`config.mk`:
```
export PLATFORM = sky130hd
export DESIGN_NAME = reg_write_decoder
export DESIGN_NICKNAME = d
export VERILOG_FILES = /design/src/rtl/regfile_pkg.sv /design/src/rtl/wr_req_fifo.sv /design/src/rtl/reg_write_decoder.sv
export SDC_FILE = /design/constraint.sdc
export NUM_CORES = 1
export LEC_CHECK = 0
export ABC_AREA = 1
export CAP_MARGIN = 20
export CORE_MARGIN = 5
export CORE_UTILIZATION = 35
export DETAILED_ROUTE_END_ITERATION = 7
export SLEW_MARGIN = 25
export SYNTH_ARGS = -nofsm -noshare
export SYNTH_HDL_FRONTEND = slang
export SYNTH_HIERARCHICAL = 1
export SYNTH_SLANG_ARGS = --single-unit
```
`constraint.sdc`:
```
create_clock -name Clk -period 3.44 [get_ports Clk]
set_input_delay 0.688 -clock Clk [delete_from_list [all_inputs] [get_ports Clk]]
set_output_delay 0.688 -clock Clk [all_outputs]
set_load 0.01 [all_outputs]
```
`src/rtl/regfile_pkg.sv`:
```
// -----------------------------------------------------------------------------
// regfile_pkg
// Shared definitions for the register-file write side.
//   - N_DEF / W_DEF / M_DEF : default address width, data width, register count
//   - wr_req_t              : write request {adr, data} at default widths
//   - occ_state_e           : request queue occupancy states
//   - onehot()              : address to one-hot strobe decode
// -----------------------------------------------------------------------------
package regfile_pkg;

    localparam int N_DEF = 2;
    localparam int W_DEF = 16;
    localparam int M_DEF = 1 << N_DEF;

    // onehot() works on a wide fixed-size vector so any N up to ONEHOT_MAX_N
    // can share it; callers widen the address and keep the low M bits.
    localparam int ONEHOT_MAX_N = 8;
    localparam int ONEHOT_MAX_M = 1 << ONEHOT_MAX_N;

    typedef struct packed {
        logic [N_DEF-1:0] adr;
        logic [W_DEF-1:0] data;
    } wr_req_t;

    typedef enum logic [1:0] {
        OCC_EMPTY   = 2'd0,
        OCC_PARTIAL = 2'd1,
        OCC_FULL    = 2'd2
    } occ_state_e;

    function automatic logic [ONEHOT_MAX_M-1:0] onehot(input logic [ONEHOT_MAX_N-1:0] adr);
        logic [ONEHOT_MAX_M-1:0] v;
        v      = '0;
        v[adr] = 1'b1;
        return v;
    endfunction

endpackage

```
`src/rtl/wr_req_fifo.sv`:
```
// -----------------------------------------------------------------------------
// wr_req_fifo
// In-order circular buffer of DEPTH write requests {adr, data}.
// Ports:
//   clk_i, rst_ni          clock, asynchronous active-low reset
//   push_i, adr_i, data_i  enqueue request (ignored when full)
//   pop_i                  dequeue head (ignored when empty)
//   head_adr_o/head_data_o entry at the read pointer
//   full_o, empty_o        occupancy flags
//   queued_mask_o          OR of one-hot(adr) over all valid entries
// -----------------------------------------------------------------------------
module wr_req_fifo
    import regfile_pkg::*;
#(
    parameter  int N     = N_DEF,
    parameter  int W     = W_DEF,
    parameter  int DEPTH = 2,
    localparam int M     = 1 << N,
    localparam int PTR_W = $clog2(DEPTH),
    localparam int CNT_W = $clog2(DEPTH) + 1
) (
    input  logic         clk_i,
    input  logic         rst_ni,
    input  logic         push_i,
    input  logic [N-1:0] adr_i,
    input  logic [W-1:0] data_i,
    input  logic         pop_i,
    output logic [N-1:0] head_adr_o,
    output logic [W-1:0] head_data_o,
    output logic         full_o,
    output logic         empty_o,
    output logic [M-1:0] queued_mask_o
);

    logic [N-1:0]     adr_q  [DEPTH];
    logic [W-1:0]     data_q [DEPTH];
    logic [PTR_W-1:0] wr_ptr_q, wr_ptr_d;
    logic [PTR_W-1:0] rd_ptr_q, rd_ptr_d;
    logic [CNT_W-1:0] count_q, count_d;
    occ_state_e       occ_q, occ_d;

    logic push_ok;
    logic pop_ok;

    logic [PTR_W-1:0]        offs;
    logic [ONEHOT_MAX_M-1:0] oh;

    assign full_o  = (occ_q == OCC_FULL);
    assign empty_o = (occ_q == OCC_EMPTY);
    assign push_ok = push_i && !full_o;
    assign pop_ok  = pop_i && !empty_o;

    assign head_adr_o  = adr_q[rd_ptr_q];
    assign head_data_o = data_q[rd_ptr_q];

    // Pointers wrap naturally since DEPTH is a power of two; a simultaneous
    // push and pop leaves the count unchanged while both pointers advance.
    always_comb begin
        wr_ptr_d = wr_ptr_q;
        rd_ptr_d = rd_ptr_q;
        count_d  = count_q;
        if (push_ok) begin
            wr_ptr_d = wr_ptr_q + 1'b1;
        end
        if (pop_ok) begin
            rd_ptr_d = rd_ptr_q + 1'b1;
        end
        case ({push_ok, pop_ok})
            2'b10:   count_d = count_q + 1'b1;
            2'b01:   count_d = count_q - 1'b1;
            default: count_d = count_q;
        endcase
    end

    // Occupancy state tracks the next count, so the flags come straight
    // from a register rather than a compare on the count.
    always_comb begin
        occ_d = OCC_PARTIAL;
        if (count_d == '0) begin
            occ_d = OCC_EMPTY;
        end else if (count_d == CNT_W'(DEPTH)) begin
            occ_d = OCC_FULL;
        end
    end

    always_ff @(posedge clk_i or negedge rst_ni) begin
        if (!rst_ni) begin
            wr_ptr_q <= '0;
            rd_ptr_q <= '0;
            count_q  <= '0;
            occ_q    <= OCC_EMPTY;
        end else begin
            wr_ptr_q <= wr_ptr_d;
            rd_ptr_q <= rd_ptr_d;
            count_q  <= count_d;
            occ_q    <= occ_d;
        end
    end

    // Storage needs no reset: validity is defined by pointers and count.
    always_ff @(posedge clk_i) begin
        if (push_ok) begin
            adr_q[wr_ptr_q]  <= adr_i;
            data_q[wr_ptr_q] <= data_i;
        end
    end

    // An entry is valid when its distance from the read pointer is below
    // the occupancy count.
    always_comb begin
        queued_mask_o = '0;
        offs          = '0;
        oh            = '0;
        for (int i = 0; i < DEPTH; i++) begin
            offs = PTR_W'(i) - rd_ptr_q;
            oh   = onehot(ONEHOT_MAX_N'(adr_q[i]));
            if ({1'b0, offs} < count_q) begin
                queued_mask_o = queued_mask_o | oh[M-1:0];
            end
        end
    end

endmodule

```
`src/rtl/reg_write_decoder.sv`:
```
// -----------------------------------------------------------------------------
// reg_write_decoder
// Write-side decoder for the register file. Requests are queued in order and
// drained one per cycle as a registered one-hot strobe plus data.
// Ports:
//   Clk, Reset_n       clock, asynchronous active-low reset
//   W_adr, W_data      write request; W_ena marks it valid
//   W_rdy              queue can accept (transfer on W_ena && W_rdy)
//   Hold               register file busy, stalls the drain
//   Oew, Wdata_out     registered one-hot write strobe and its data
//   Pending            registers targeted by queued or in-flight writes
//   Wr_cnt             writes strobed out, wraps at 16 bits
// Optional feature macro WR_ZERO_PROTECT_EN: register 0 is hard-wired; writes
// to address 0 handshake but are dropped and never strobed or counted.
// -----------------------------------------------------------------------------
module reg_write_decoder
    import regfile_pkg::*;
#(
    parameter  int N     = N_DEF,
    parameter  int W     = W_DEF,
    parameter  int DEPTH = 2,
    localparam int M     = 1 << N
) (
    input  logic         Clk,
    input  logic         Reset_n,
    input  logic [N-1:0] W_adr,
    input  logic [W-1:0] W_data,
    input  logic         W_ena,
    output logic         W_rdy,
    input  logic         Hold,
    output logic [M-1:0] Oew,
    output logic [W-1:0] Wdata_out,
    output logic [M-1:0] Pending,
    output logic [15:0]  Wr_cnt
);

`ifdef WR_ZERO_PROTECT_EN
    localparam logic [M-1:0] KEEP_MASK = {{(M-1){1'b1}}, 1'b0};
`else
    localparam logic [M-1:0] KEEP_MASK = '1;
`endif

    logic         accept;
    logic         push;
    logic         pop;
    logic         full;
    logic         empty;
    logic [N-1:0] head_adr;
    logic [W-1:0] head_data;
    logic [M-1:0] queued_mask;

    logic [ONEHOT_MAX_M-1:0] head_oh;

    logic [M-1:0]  oew_q, oew_d;
    logic [W-1:0]  wdata_q, wdata_d;
    logic [15:0]   wr_cnt_q, wr_cnt_d;

    // W_rdy looks only at the registered occupancy, never at a same-cycle
    // drain, so a full queue makes the requester wait one extra cycle.
    assign W_rdy  = !full;
    assign accept = W_ena && W_rdy;

`ifdef WR_ZERO_PROTECT_EN
    assign push = accept && (W_adr != '0);
`else
    assign push = accept;
`endif

    assign pop = !empty && !Hold;

    wr_req_fifo #(
        .N     (N),
        .W     (W),
        .DEPTH (DEPTH)
    ) u_fifo (
        .clk_i         (Clk),
        .rst_ni        (Reset_n),
        .push_i        (push),
        .adr_i         (W_adr),
        .data_i        (W_data),
        .pop_i         (pop),
        .head_adr_o    (head_adr),
        .head_data_o   (head_data),
        .full_o        (full),
        .empty_o       (empty),
        .queued_mask_o (queued_mask)
    );

    // Strobe is a single-cycle pulse per drained entry; data holds its last
    // value while idle so the register file sees no spurious toggling.
    always_comb begin
        head_oh  = onehot(ONEHOT_MAX_N'(head_adr));
        oew_d    = '0;
        wdata_d  = wdata_q;
        wr_cnt_d = wr_cnt_q;
        if (pop) begin
            oew_d    = head_oh[M-1:0];
            wdata_d  = head_data;
            wr_cnt_d = wr_cnt_q + 16'd1;
        end
    end

    always_ff @(posedge Clk or negedge Reset_n) begin
        if (!Reset_n) begin
            oew_q    <= '0;
            wdata_q  <= '0;
            wr_cnt_q <= '0;
        end else begin
            oew_q    <= oew_d;
            wdata_q  <= wdata_d;
            wr_cnt_q <= wr_cnt_d;
        end
    end

    assign Oew       = oew_q & KEEP_MASK;
    assign Wdata_out = wdata_q;
    assign Wr_cnt    = wr_cnt_q;
    assign Pending   = (queued_mask | oew_q) & KEEP_MASK;

endmodule

```
==> reports/metrics.csv, run 1 <==
stage,metric,value,unit
critical_path,critical_path_required,2.75,ns
pwr,peakVddDrop,0.000285,V
hold_path,hold_path.class,input pin to asynchronous set/reset pin,
sta,timing.max_slew.rel_slack,63.7,%
place,gpl.final_weighted_congestion,0.783,
floorplanning,die_x,106,µm
critical_path,critical_path.startpoint,u_fifo/rd_ptr_q,
sta,grt_setup_unrepaired,false,
pwr,p_switching,1.12,mW
finish,final_core_utilization,46.7,%
global_route,largest_net_degree_at_the_start_of_global_routing,42,
pwr,power_frac_comb,37.3,%
run_status,run_status,"finished, final reports clean",
sta,final.period_utilization,78.6,%
clocking,cts_buffers,9,
synthesis,seq_total_area_yosys,65.8,%
critical_path,cp_max_fo,18,
global_route,grt_first_pass_wirelength,10600,µm
finish,n_antenna_cell,0,
drt,initialDrtViolationCount,74,
sta,finalSetupViolations,0,
pwr,p_seq_share,44.6,%
synthesis,synthesis.area_per_instance,9.94,µm²
clocking,cts-htree-levels,3,
global_route,globalRoute.totalOverflow,0,
synthesis,synth_edf_count,36,
clocking,cts-root-buf,sky130_fd_sc_hd__clkbuf_8,
finish,mostFrequentLayoutCells,"sky130_fd_sc_hd__nand2_1, sky130_fd_sc_hd__clkdlybuf4s50_1, sky130_fd_sc_hd__dfrtp_1, sky130_fd_sc_hd__edfxtp_1, sky130_fd_sc_hd__inv_1",
pwr,p_int,2.05,mW
critical_path,cp_slowest_cell,sky130_fd_sc_hd__clkdlybuf4s50_1,
critical_path,crit_end_element,output port,
critical_path,worst_r2r_path_depth,8,
critical_path,worst-endpoint-arrival,2.02,ns
synthesis,syn_area,0.00320,mm²
critical_path,crit_chain,inv_2 > o21ai_2 > nand2_1 > o21ai_1 > or2_2 > clkdlybuf4s50_1,
place,dp_hpwl,4400,µm
finish,areaGrowthSynthToFinish,28.6,%
floorplanning,die_height,106,µm
synthesis,synth_cell_type_count,22,
clocking,post_cts_hold_buffer_count,0,
sta,hold_viol_final,0,
global_route,grt_pass1_vias,2247,
clocking,worst_setup_hold_path_clk_slew,0.08,ns
clocking,tritoncts_num_sinks,77,
drt,detailed_routing_iteration_count_for_the_pre_antenna_repair_pass,4,
drt,postRouteAntennaNets,0,
sta,timing.hold.ws,0.307,ns
pwr,power_leakage,1.85,nW
drt,routed_wirelength,6360,µm
drt,post-route-drc-count,0,
finish,mostFrequentLayoutCell,sky130_fd_sc_hd__nand2_1,
synthesis,postSynth.topFlopCell,sky130_fd_sc_hd__dfrtp_1,
sta,worst_max_slew_pin_slew,0.545,ns
synthesis,synth-async-reset-ratio,53.2,%
sta,fin_setup_tns,0,ns
pwr,powerDensity,771,mW/mm²
sta,final_max_slew_viol_count,0,
finish,multi_input_comb_area,965,µm²
critical_path,worst_path_largest_cell_delay,0.48,ns
drt,route.detailed.vias_per_inst,4.54,
floorplanning,i_o_pins,63,
sta,max_freq,0.370,GHz
clocking,tritoncts,yes,
drt,routedWlPerCell,12.6,µm
synthesis,post_synth_inst_count,322,
floorplanning,die_area,0.0112,mm²
critical_path,reg2reg_to,Wr_cnt[12],
sta,layout_min_cycle_time,2.70,ns
pwr,netSwitchingFraction,35.3,%
global_route,number_of_antenna_violations_at_the_first_check_in_global_routing,0,
pwr,clockPowerShare,18.1,%
synthesis,syn_nets,346,
critical_path,r2r-start,u_fifo/count_q[0],
clocking,post_cts_buffers,0,
synthesis,ys.warnings.count,6,
finish,fillers,872,
critical_path,reg2reg_slack,1.64,ns
floorplanning,start_util,36.3,%
finish,design.final.nets,416,
drt,routed-via-count,2291,
floorplanning,num_rows,34,
finish,seqCellArea,0.00211,mm²
clocking,insertion_delay,0.34,ns
floorplanning,core_area,0.00881,mm²
global_route,grt_util_all_layers,11.9,%
place,port_buffers,62,
job,max_cap_violations,0,
synthesis,yosys_register_bits,77,
critical_path,worst_setup_path_start_kind,flip-flop,
critical_path,criticalPathCategory,flip-flop to output port,
finish,layout-drive-gt1-share,8.56,%
clocking,cts.repair.resized,0,
clocking,clockBufferDepth,2,
sta,clock-skew-final,0.00722,ns
[synthesized netlist by cell type, drive strengths merged (2+ instances only)]
master  number  area share (%)
nand3       14             2.2
edfxtp      36              34
or2          4            0.78
ha           2            0.78
nor2        20             2.8
dfrtp       41              32
nand2      139              17
o21ai       12             2.2
inv         27             3.2
xnor2        6             1.6
buf          5            0.78
nor3         5            0.78
clkbuf       2            0.23
xor2         6             1.6
[power groups by stage]
stage | logic (mW) | clock network, mW | registers (mW)
after floorplan | 0.602 | 0 | 1.47
after global placement | 1.19 | 0 | 1.43
final | 1.18 | 0.574 | 1.41
after detailed placement | 1.21 | 0 | 1.44
after CTS | 1.21 | 0.595 | 1.42
after global routing | 1.32 | 0.632 | 1.45
[worst max-delay path by stage]
stage	endpoint
2_1_floorplan	u_fifo/adr_q[1][0]
3_3_place_gp	Wr_cnt[14]
3_5_place_dp	Wr_cnt[14]
4_1_cts	Pending[2]
5_1_grt	Pending[1]
6_report	Pending[2]
[cell type report]
cell class              count  area share [%]
flip-flops and latches     77            51.2
well taps                 108            3.28
inverters                  27            2.46
repair buffers             66            15.7
clock inverters             5           0.669
multi-input cells         211            23.4
clock buffers              11            3.19
[worst max-delay path, delay by kind of cell (launching register included)]
family                 cells  cell delay (ns)
AO/OA/AOI/OAI              2             0.17
buffers and inverters      2             0.76
flip-flops                 1             0.39
AND/OR/NAND/NOR            2             0.36
[cell families after synthesis]
group	count (synthesis)	synth area share [%]
adders and majority gates	2	0.782
xor gates and xnor gates	12	3.28
DFF	77	65.8
AOI/OAI and AO/OA	13	2.38
and+or+nand+nor	184	23.5
buffers and inverters	34	4.18
[routing by layer]
layer | vias up | share of wire (%) | track usage, %
met2 | 51 | 49 | 20.1
met1 | 1076 | 44 | 14.1
met4 | 0 | 1.3 | 4.44
li1 | 1158 | - | -
met5 | - | 0 | 0
met3 | 6 | 5.6 | 4.10
[state kept, by name, summed over array words and instances (netlist names)]
register	cells
u_fifo/adr_q	4
u_fifo/wr_ptr_q	1
u_fifo/rd_ptr_q	1
Wdata_out	16
u_fifo/count_q	2
u_fifo/occ_q	1
u_fifo/data_q	32
Oew	4
Wr_cnt	16
[through the flow]
step | total power, mW | cell area [µm²] | setup slack [ns] | cells
detailed placement | 2.64 | 3950 | 1.06 | 489
global placement | 2.62 | 3950 | 1.06 | 489
finish | 3.17 | 4120 | 0.736 | 505
floorplan | 2.07 | 3200 | 1.35 | 322
global route | 3.40 | 4120 | 0.625 | 505
CTS | 3.22 | 4110 | 0.696 | 505
(Power assumes the default switching activity.)
==> run 2: changes to the inputs <==
==> constraint.sdc (replaced) <==
create_clock -name Clk -period 2.2 [get_ports Clk]
set_input_delay 0.44 -clock Clk [delete_from_list [all_inputs] [get_ports Clk]]
set_output_delay 0.44 -clock Clk [all_outputs]
set_load 0.01 [all_outputs]
==> run 2 against run 1 <==
Net effect:
- final area increased by 2.8%
- critical path depth unchanged
- clock skew decreased by 0.0027 ns
- clock power increased by 78%
- sequential share of layout area decreased by 1.3 points
- highest routed layer unchanged
==> reports/metrics.csv, run 2 (same netlist as run 1, synthesis figures left out) <==
stage,metric,value,unit,change
run_status,run_status,"finished, final reports clean",,
drt,postRouteAntennaNets,0,,unchanged
place,port_buffers,62,,unchanged
sta,max_freq,0.492,GHz,
global_route,number_of_antenna_violations_at_the_first_check_in_global_routing,0,,unchanged
global_route,grt_pass1_vias,2301,,+2.4%
finish,n_antenna_cell,0,,unchanged
global_route,globalRoute.totalOverflow,0,,unchanged
drt,routed_wirelength,6330,µm,-0.36%
critical_path,path_buf_inv,2,,unchanged
sta,final.period_utilization,92.4,%,
critical_path,crit_end_element,output port,,
finish,mostFrequentLayoutCells,"sky130_fd_sc_hd__nand2_1, sky130_fd_sc_hd__clkdlybuf4s50_1, sky130_fd_sc_hd__dfrtp_1, sky130_fd_sc_hd__edfxtp_1, sky130_fd_sc_hd__inv_1",,
critical_path,worst_path_dominant_cell_family,flip-flops,,
global_route,grt_util_all_layers,12.1,%,+0.24 points
sta,timing.max_slew.rel_slack,75.4,%,+12 points
finish,design.final.nets,424,,+1.9%
critical_path,crit_chain,inv_2 > o21ai_2 > nand2_1 > o21ai_1 > or2_2 > dlygate4sd2_1,,
clocking,cts-htree-levels,3,,unchanged
drt,met3_wirelength,320,µm,-10%
drt,route.detailed.vias_per_inst,4.54,,about the same
drt,highest_layer,met4,,
pwr,post-layout-total-power,5.17,mW,+63%
floorplanning,die_area,0.0112,mm²,unchanged
finish,layout-drive-gt1-share,10.9,%,+2.3 points
place,dp_hpwl,4540,µm,+3.2%
clocking,insertion_delay,0.34,ns,about the same
sta,final_max_slew_viol_count,0,,unchanged
drt,detailed_routing_iteration_count_for_the_pre_antenna_repair_pass,4,,unchanged
finish,areaGrowthSynthToFinish,32.1,%,
critical_path,worst-endpoint-arrival,1.59,ns,-0.43 ns
hold_path,hold_path.class,flip-flop to flip-flop,,
global_route,grt_first_pass_wirelength,10800,µm,+2.0%
sta,layout_min_cycle_time,2.03,ns,
floorplanning,die_x,106,µm,unchanged
critical_path,cp_max_fo,3,,-15
critical_path,worst_setup_path_start_kind,flip-flop,,
place,place_worst_setup_slack,0.207,ns,-0.850 ns
finish,multi_input_comb_area,965,µm²,unchanged
clocking,tritoncts_num_sinks,77,,unchanged
drt,routed-via-count,2328,,+1.6%
finish,seqCellArea,0.00211,mm²,about the same
sta,grt_setup_unrepaired,false,,
sta,worst_max_slew_pin_slew,0.369,ns,-0.176 ns
pwr,powerDensity,1220,mW/mm²,+59%
critical_path,worst_path_largest_cell_delay,0.40,ns,-0.08 ns
critical_path,cp_slowest_cell,sky130_fd_sc_hd__dfrtp_1,,
finish,regMostFlops,u_fifo/data_q,,
floorplanning,core_area,0.00881,mm²,unchanged
clocking,worst_setup_hold_path_clk_slew,0.07,ns,about the same
floorplanning,die_height,106,µm,unchanged
place,gpl.final_weighted_congestion,0.772,,-1.4%
global_route,largest_net_degree_at_the_start_of_global_routing,29,,-31%
critical_path,criticalPathCategory,flip-flop to output port,,
floorplanning,i_o_pins,63,,unchanged
job,max_cap_violations,0,,unchanged
pwr,peakVddDrop,0.000417,V,+46%
drt,post-route-drc-count,0,,unchanged
critical_path,critical_path_required,1.76,ns,-0.99 ns
sta,hold_viol_final,0,,unchanged
floorplanning,start_util,36.3,%,unchanged
drt,routedWlPerCell,12.3,µm,-1.9%
drt,initialDrtViolationCount,75,,+1.4%
finish,number_of_flip_flops_under_the_largest_register_name,32,,unchanged
sta,fin_setup_tns,0,ns,unchanged
drt,met2_routed_wirelength,3130,µm,about the same
pwr,power_leakage,1.91,nW,+3.4%
finish,fillers,835,,-4.2%
clocking,cts-root-buf,sky130_fd_sc_hd__clkbuf_8,,
finish,mostFrequentLayoutCell,sky130_fd_sc_hd__nand2_1,,
sta,finalSetupViolations,0,,unchanged
drt,detail_route.wirelength.met1,2750,µm,-1.5%
sta,clock-skew-final,0.00454,ns,-0.00269 ns
floorplanning,num_rows,34,,unchanged
sta,final_worst_setup_slack,0.168,ns,-0.568 ns
clocking,cts_buffers,9,,unchanged
clocking,clockBufferDepth,2,,unchanged
clocking,tritoncts,yes,,
[run 2: worst paths after layout]
check	startpoint	to	slack (ns)	cells after the start
worst max-delay path	u_fifo/count_q[1]	Pending[2]	0.17	6
worst min-delay path	Wdata_out[10]	Wdata_out[10]	0.47	2
worst max register to register	u_fifo/count_q[0]	u_fifo/occ_q[1]	0.46	10
worst min register to register	Wdata_out[10]	Wdata_out[10]	0.47	2
max in group asynchronous	Reset_n	u_fifo/rd_ptr_q	0.97	3
min in group asynchronous	Reset_n	Wdata_out[10]	0.53	2
[run 2: tightest hold or removal path, stage by stage (launching register included)]
cell                      delay (ns)
sky130_fd_sc_hd__dfrtp_1        0.34
sky130_fd_sc_hd__nand2_1        0.05
sky130_fd_sc_hd__nand2_1        0.05
[run 2: timing repair]
item	CTS	global route
setup endpoints to repair	4	0
buffers inserted	2	0
gates resized for setup	6	0
hold endpoints to repair	13	0
hold buffers	1	0
[run 2: power by group]
group          switching, mW  leakage (nW)  internal, mW
logic                   1.03         0.960         0.915
clock network          0.498        0.0923         0.522
registers              0.246         0.855          1.96
[run 2: per-stage QoR]
stage | hold WS, ns | cell area [µm²] | std cells | util, %
after floorplan | 0.144 | 3200 | 322 | -
after global routing | 0.506 | 4230 | 513 | 48.0
after CTS | 0.478 | 4230 | 513 | 48.0
after global placement | 0.354 | 4020 | 494 | 45.6
after detailed placement | 0.366 | 4020 | 494 | 45.6
final | 0.472 | 4230 | 513 | 48.0
[run 2: cell type report]
class	instances	area share (%)
clock inverter	6	1.51
timing repair buffer	74	17.2
sequential	77	49.9
inverter	27	2.40
multi-input combinational	211	22.8
clock buffer	10	3.02
tap	108	3.20
[run 2: metal layers]
metal / vias to the layer above / GRT usage [%]
met2: 57 / 21.4
met3: 11 / 3.00
met4: 0 / 6.01
li1: 1176 / -
met5: - / 0
met1: 1084 / 13.8
==> run 3: changes to the inputs <==
--- a/config.mk
+++ b/config.mk
@@ -9,7 +9,9 @@
 export CAP_MARGIN = 20
 export CORE_MARGIN = 5
 export CORE_UTILIZATION = 35
+export CTS_CLUSTER_DIAMETER = 60
 export DETAILED_ROUTE_END_ITERATION = 7
+export SETUP_SLACK_MARGIN = 0.5
 export SLEW_MARGIN = 25
 export SYNTH_ARGS = -nofsm -noshare
 export SYNTH_HDL_FRONTEND = slang
==> run 3 against run 2 <==
Net effect:
- hold slack worse by 0.0049 ns
- final area is 7.3% higher
- non-clock buffer count rose by 22
- via count rose by 3.1%
- power increased by 7.1%
- core utilization up 3.5 points
- wire length is 6.0% higher
- sequential share of layout area is 3.4 points lower
- first-iteration DRC count fell by 17%
- clock skew hardly changed
- final cell count increased by 4.3%
- setup slack improved by 0.17 ns
- critical path type unchanged
==> reports/metrics.csv, run 3 (same netlist as run 1, synthesis figures left out) <==
stage,metric,value,unit,change
clocking,clockBufferDepth,2,,unchanged
sta,timing.max_slew.rel_slack,75.1,%,-0.35 points
pwr,p_switching,1.95,mW,+9.6%
hold_path,min-delay-start,Wdata_out[10],,
critical_path,crit_end_element,output port,,
pwr,power_leakage,2.27,nW,+19%
pwr,netSwitchingFraction,35.2,%,+0.80 points
hold_path,worstHoldEndpoint,Wdata_out[10],,
drt,routed_wirelength,6720,µm,+6.0%
clocking,tritoncts,yes,,
floorplanning,num_rows,34,,unchanged
floorplanning,start_util,36.3,%,unchanged
pwr,power_frac_comb,42.2,%,+4.5 points
hold_path,hold_path.class,flip-flop to flip-flop,,
finish,mostFrequentLayoutCells,"sky130_fd_sc_hd__nand2_1, sky130_fd_sc_hd__dfrtp_1, sky130_fd_sc_hd__edfxtp_1, sky130_fd_sc_hd__buf_4, sky130_fd_sc_hd__clkdlybuf4s50_1",,
pwr,p_seq_share,39.3,%,-3.3 points
critical_path,worst-endpoint-arrival,1.43,ns,-0.16 ns
finish,mostFrequentLayoutCell,sky130_fd_sc_hd__nand2_1,,
place,port_buffers,62,,unchanged
drt,route.detailed.vias_per_inst,4.49,,-1.1%
sta,final_max_slew_viol_count,0,,unchanged
pwr,post-layout-total-power,5.54,mW,+7.1%
critical_path,cp_max_fo,3,,unchanged
critical_path,reg2reg_to,u_fifo/occ_q[1],,
sta,hold_viol_final,0,,unchanged
floorplanning,die_area,0.0112,mm²,unchanged
sta,finalSetupViolations,0,,unchanged
global_route,grt_first_pass_wirelength,11100,µm,+3.2%
hold_path,timing.hold.worst_path_depth,2,,unchanged
sta,max_freq,0.536,GHz,+9.0%
finish,design.final.nets,446,,+5.2%
finish,number_of_flip_flops_under_the_largest_register_name,32,,unchanged
critical_path,reg2reg_slack,0.53,ns,+0.07 ns
critical_path,criticalPathCategory,flip-flop to output port,,
floorplanning,core_area,0.00881,mm²,unchanged
critical_path,worst_setup_path_start_kind,flip-flop,,
clocking,tritoncts_num_sinks,77,,unchanged
clocking,insertion_delay,0.34,ns,about the same
finish,areaGrowthSynthToFinish,41.8,%,
sta,grt_setup_unrepaired,true,,
pwr,p_int,3.59,mW,+5.8%
clocking,worst_setup_hold_path_clk_slew,0.07,ns,about the same
clocking,cts_buffers,9,,unchanged
job,max_cap_violations,0,,unchanged
finish,layout-drive-gt1-share,20.8,%,+10 points
drt,detailed_routing_iteration_count_for_the_pre_antenna_repair_pass,6,,+2
finish,regMostFlops,u_fifo/data_q,,
place,dp_hpwl,4540,µm,unchanged
clocking,cts-root-buf,sky130_fd_sc_hd__clkbuf_8,,
critical_path,critical_path.startpoint,u_fifo/rd_ptr_q,,
sta,layout_min_cycle_time,1.87,ns,-0.167 ns
run_status,run_status,"finished, final reports clean",,
floorplanning,die_height,106,µm,unchanged
sta,fin_setup_tns,0,ns,unchanged
clocking,cts-htree-levels,3,,unchanged
finish,n_antenna_cell,0,,unchanged
sta,final.period_utilization,84.8,%,-7.6 points
sta,worst_max_slew_pin_slew,0.374,ns,+0.00530 ns
critical_path,worst_r2r_path_depth,9,,-1
pwr,powerDensity,1220,mW/mm²,-0.18%
place,gpl.final_weighted_congestion,0.772,,unchanged
drt,routedWlPerCell,12.6,µm,+1.7%
sta,final_worst_setup_slack,0.335,ns,+0.167 ns
floorplanning,die_x,106,µm,unchanged
drt,post-route-drc-count,0,,unchanged
drt,routed-via-count,2401,,+3.1%
drt,initialDrtViolationCount,62,,-17%
critical_path,critical_path_required,1.76,ns,about the same
finish,fillers,814,,-2.5%
global_route,globalRoute.totalOverflow,0,,unchanged
pwr,clockPowerShare,18.5,%,-1.2 points
place,place_worst_setup_slack,0.207,ns,unchanged
global_route,largest_net_degree_at_the_start_of_global_routing,29,,unchanged
floorplanning,i_o_pins,63,,unchanged
sta,clock-skew-final,0.00442,ns,-0.000113 ns
pwr,peakVddDrop,0.000425,V,+1.8%
drt,postRouteAntennaNets,0,,unchanged
global_route,grt_util_all_layers,12.5,%,+0.39 points
global_route,number_of_antenna_violations_at_the_first_check_in_global_routing,0,,unchanged
global_route,grt_pass1_vias,2413,,+4.9%
sta,timing.hold.ws,0.467,ns,-0.00493 ns
critical_path,r2r-start,u_fifo/count_q[0],,
finish,final_core_utilization,51.5,%,+3.5 points
## run 3: cell count changes in the layout (fill, tap and decap cells not counted), moves of 4 or more
| cell | before | now |
|---|---|---|
| sky130_fd_sc_hd__clkdlybuf4s50_1 | 57 | 24 |
| sky130_fd_sc_hd__buf_4 | 9 | 29 |
| sky130_fd_sc_hd__dlygate4sd2_1 | 4 | 20 |
| sky130_fd_sc_hd__dlymetal6s2s_1 | 0 | 12 |
| sky130_fd_sc_hd__buf_6 | 0 | 5 |
| sky130_fd_sc_hd__nand2_1 | 138 | 134 |
| sky130_fd_sc_hd__nand2_2 | 0 | 4 |
| sky130_fd_sc_hd__nand3_1 | 14 | 10 |
| sky130_fd_sc_hd__nand3_2 | 0 | 4 |
| sky130_fd_sc_hd__nor2_4 | 2 | 6 |
| sky130_fd_sc_hd__o21ai_4 | 0 | 4 |
| sky130_fd_sc_hd__or2_2 | 4 | 0 |
| sky130_fd_sc_hd__or2_4 | 0 | 4 |
## run 3: area by class of cell
type / count / area [µm²] / share of cell area, %
timing repair buffer: 96 / 915 / 20.2
multi-input combinational: 211 / 1090 / 23.9
clock inverter: 6 / 63.8 / 1.41
inverter: 27 / 101 / 2.23
tap: 108 / 135 / 2.98
clock buffer: 10 / 128 / 2.81
sequential: 77 / 2110 / 46.5
## run 3: timing repair
item                                   CTS  global route
hold buffers                             1             0
pin swaps                                4            11
setup endpoints to repair               34            64
buffers inserted                        18             6
endpoints found under the hold margin   13             0
gates resized for setup                 60            34
## run 3: per-layer routing
layer	track usage, %	up-vias	wire, µm
met5	0	-	0
met2	22.4	49	3470
met1	14.1	1125	2830
met3	3.00	10	294
met4	6.01	0	118
li1	-	1217	-
## run 3: worst max path at each step
stage	cells after the start	endpoint
after CTS	6	Pending[2]
after floorplan	4	u_fifo/adr_q[1][0]
after detailed placement	9	u_fifo/occ_q[1]
final	6	Pending[0]
after global routing	6	Pending[0]
after global placement	6	Pending[0]
## run 3: power groups by stage
stage                     Sequential [mW]  Clock (mW)  Combinational (mW)
final                                2.18        1.02                2.34
after global routing                 2.23        1.12                2.58
after CTS                            2.17        1.07                2.24
after detailed placement             2.24           0                1.98
after global placement               2.23           0                1.95
after floorplan                      2.30           0               0.941
## run 3: critical path: stages, from the launching register on
cell and delay, ns:
sky130_fd_sc_hd__dfrtp_2 0.44, sky130_fd_sc_hd__inv_2 0.09, sky130_fd_sc_hd__o21ai_4 0.07, sky130_fd_sc_hd__nand2_2 0.08
sky130_fd_sc_hd__o21ai_1 0.06, sky130_fd_sc_hd__or2_4 0.23, sky130_fd_sc_hd__buf_6 0.12
## run 3: metrics by stage
| stage | cells | instance area (µm²) |
|---|---|---|
| after global placement | 494 | 4020 |
| after global routing | 535 | 4540 |
| after CTS | 529 | 4390 |
| final | 535 | 4540 |
| after detailed placement | 494 | 4020 |
| after floorplan | 322 | 3200 |
==> RTL edit, RTL diff (settings of run 2) <==
The 3 states of `occ_state_e` get a one-hot encoding in 3 bits.
--- a/src/rtl/regfile_pkg.sv
+++ b/src/rtl/regfile_pkg.sv
@@ -22,10 +22,10 @@
         logic [W_DEF-1:0] data;
     } wr_req_t;
 
-    typedef enum logic [1:0] {
-        OCC_EMPTY   = 2'd0,
-        OCC_PARTIAL = 2'd1,
-        OCC_FULL    = 2'd2
+    typedef enum logic [2:0] {
+        OCC_EMPTY   = 3'b001,
+        OCC_PARTIAL = 3'b010,
+        OCC_FULL    = 3'b100
     } occ_state_e;
 
     function automatic logic [ONEHOT_MAX_M-1:0] onehot(input logic [ONEHOT_MAX_N-1:0] adr);
Check against the original RTL: same outputs for any inputs over 10 cycles, from zero or initial values and one cycle with Reset_n low; not proved beyond that.
==> RTL edit against run 2 <==
Routed wire length grew 5.2%. Design area grew 1.9%. Largest power group unchanged. Power up 4.2%. Area after synthesis up 2.4%. Worst setup slack got worse by 55 ps. Non-clock buffer count is 1 lower. Global-route usage up 0.30 points. Sequential cell count is 2 higher.
==> RTL edit: results (changes against run 2) <==
Layout
  – Clk tree area frac: 4.76% (+0.23 points)
  – Invs w/o clock: 30 (+11%)
  – Signal buffers: 73 (-1.4%)
  – Clock Buffer Count: 11 (+1)
  – Final net count: 432 (+1.9%)
  – Layout sequential cell count: 79 (+2.6%)
  – Register area: 2160 um2 (+2.4%)
  – Fillers: 887 (+6.2%)
  – Non-clk buf share: 16.7% (-0.56 points)
  – Fraction of area in multi-input gates: 22.6% (-0.17 points)
  – Layout cells sized above 1: 10.2% (-0.69 points)

Synthesis
  – Post-synthesis sequential area ratio: 65.9% (about the same)
  – Share of flip-flops with an asynchronous set or reset: 54.4% (+1.2 points)
  – Synthesized Nets: 355 (+2.6%)
  – Commonest cells post-synth: nand2_1, dfrtp_1, edfxtp_1
  – Mean post-synth cell area: 9.90 um2 (-0.40%)
  – Top cells by area, synth: edfxtp_1, dfrtp_1, nand2_1

Placement
  – Placed cells: 506 (+2.4%)
  – Post-place setup slack: 161 ps (-46.6 ps)
  – Global placer's final weighted congestion: 0.848 (+9.8%)
  – Dpl hpwl: 4.65 mm (+2.5%)
  – Post-DP Area: 4090 um2 (+1.9%)

Detailed routing
  – Drt total wl: 6.66 mm (+5.2%)
  – Iteration-0 DRC Markers: 95 (+27%)
  – WL/cell: 12.7 um (+3.0%)
  – Vias per inst: 4.57 (+0.63%)

Timing
  – Final WS setup: 112 ps (-55.2 ps)
  – Tightest Pin Transition: 786 ps (+418 ps)
  – Final hold slack: 188 ps (-284 ps)
  – Max Clock Skew: 7.17 ps (+2.64 ps)

Global routing
  – Overall Global Routing Usage: 12.4% (+0.30 points)
  – Vias in the first global route: 2411 (+4.8%)
  – Largest net degree at the start of global routing: 35 (+21%)
  – First-pass GRT wire length: 11.2 mm (+4.0%)

Critical path
  – R2r setup slk: 340 ps (-120 ps)
  – CP peak stage delay: 530 ps (+130 ps)
  – Worst-case reg-to-reg path depth: 8 (-2)
  – Top delay family on crit path: buffers and inverters
  – Critical Path AT: 1650 ps (+60 ps)
  – Critical path's slowest cell: dfstp_2

Power and ir drop
  – Lkg Pwr: 1.97 nW (+3.2%)
  – Pwr dens: 1250 nW/um2 (+2.2%)
  – Peak VDD IR: 0.536 mV (+28%)

CTS
  – Max clock buf depth: 2 (unchanged)
  – H-tree depth: 3 (unchanged)

Outcome
  – Status: finished clean

Floorplan
  – Die area: 11400 um2 (+2.2%)

Min path
  – Hold Crit Class: in2async
RTL edit: final timing paths:
check	from	to
worst max-delay path	u_fifo/occ_q[0]	W_rdy
worst min-delay path	Reset_n	Oew[0]
worst max register to register	u_fifo/occ_q[0]	u_fifo/occ_q[2]
worst min register to register	Wdata_out[6]	Wdata_out[6]
max in group asynchronous	Reset_n	Wdata_out[0]
min in group Clk	Wdata_out[6]	Wdata_out[6]
RTL edit: power by group:
part / internal (mW) / total [mW] / switching [mW]
registers: 2.03 / 2.28 / 0.250
logic: 0.936 / 1.99 / 1.06
clock network: 0.633 / 1.12 / 0.487
RTL edit: per-layer routing:
layer	part of all wire, %	track usage, %
met5	0	0
met4	1.0	5.48
met3	5.0	2.47
met2	48	20.8
met1	46	15.7
RTL edit: cells by family after synthesis:
| kind of cell | synth area share (%) |
|---|---|
| DFF | 65.9 |
| and+or+nand+nor | 23.6 |
| buffers and inverters | 4.51 |
| xor gates and xnor gates | 3.21 |
| adders and majority gates | 0.764 |
| AOI/OAI and AO/OA | 2.06 |
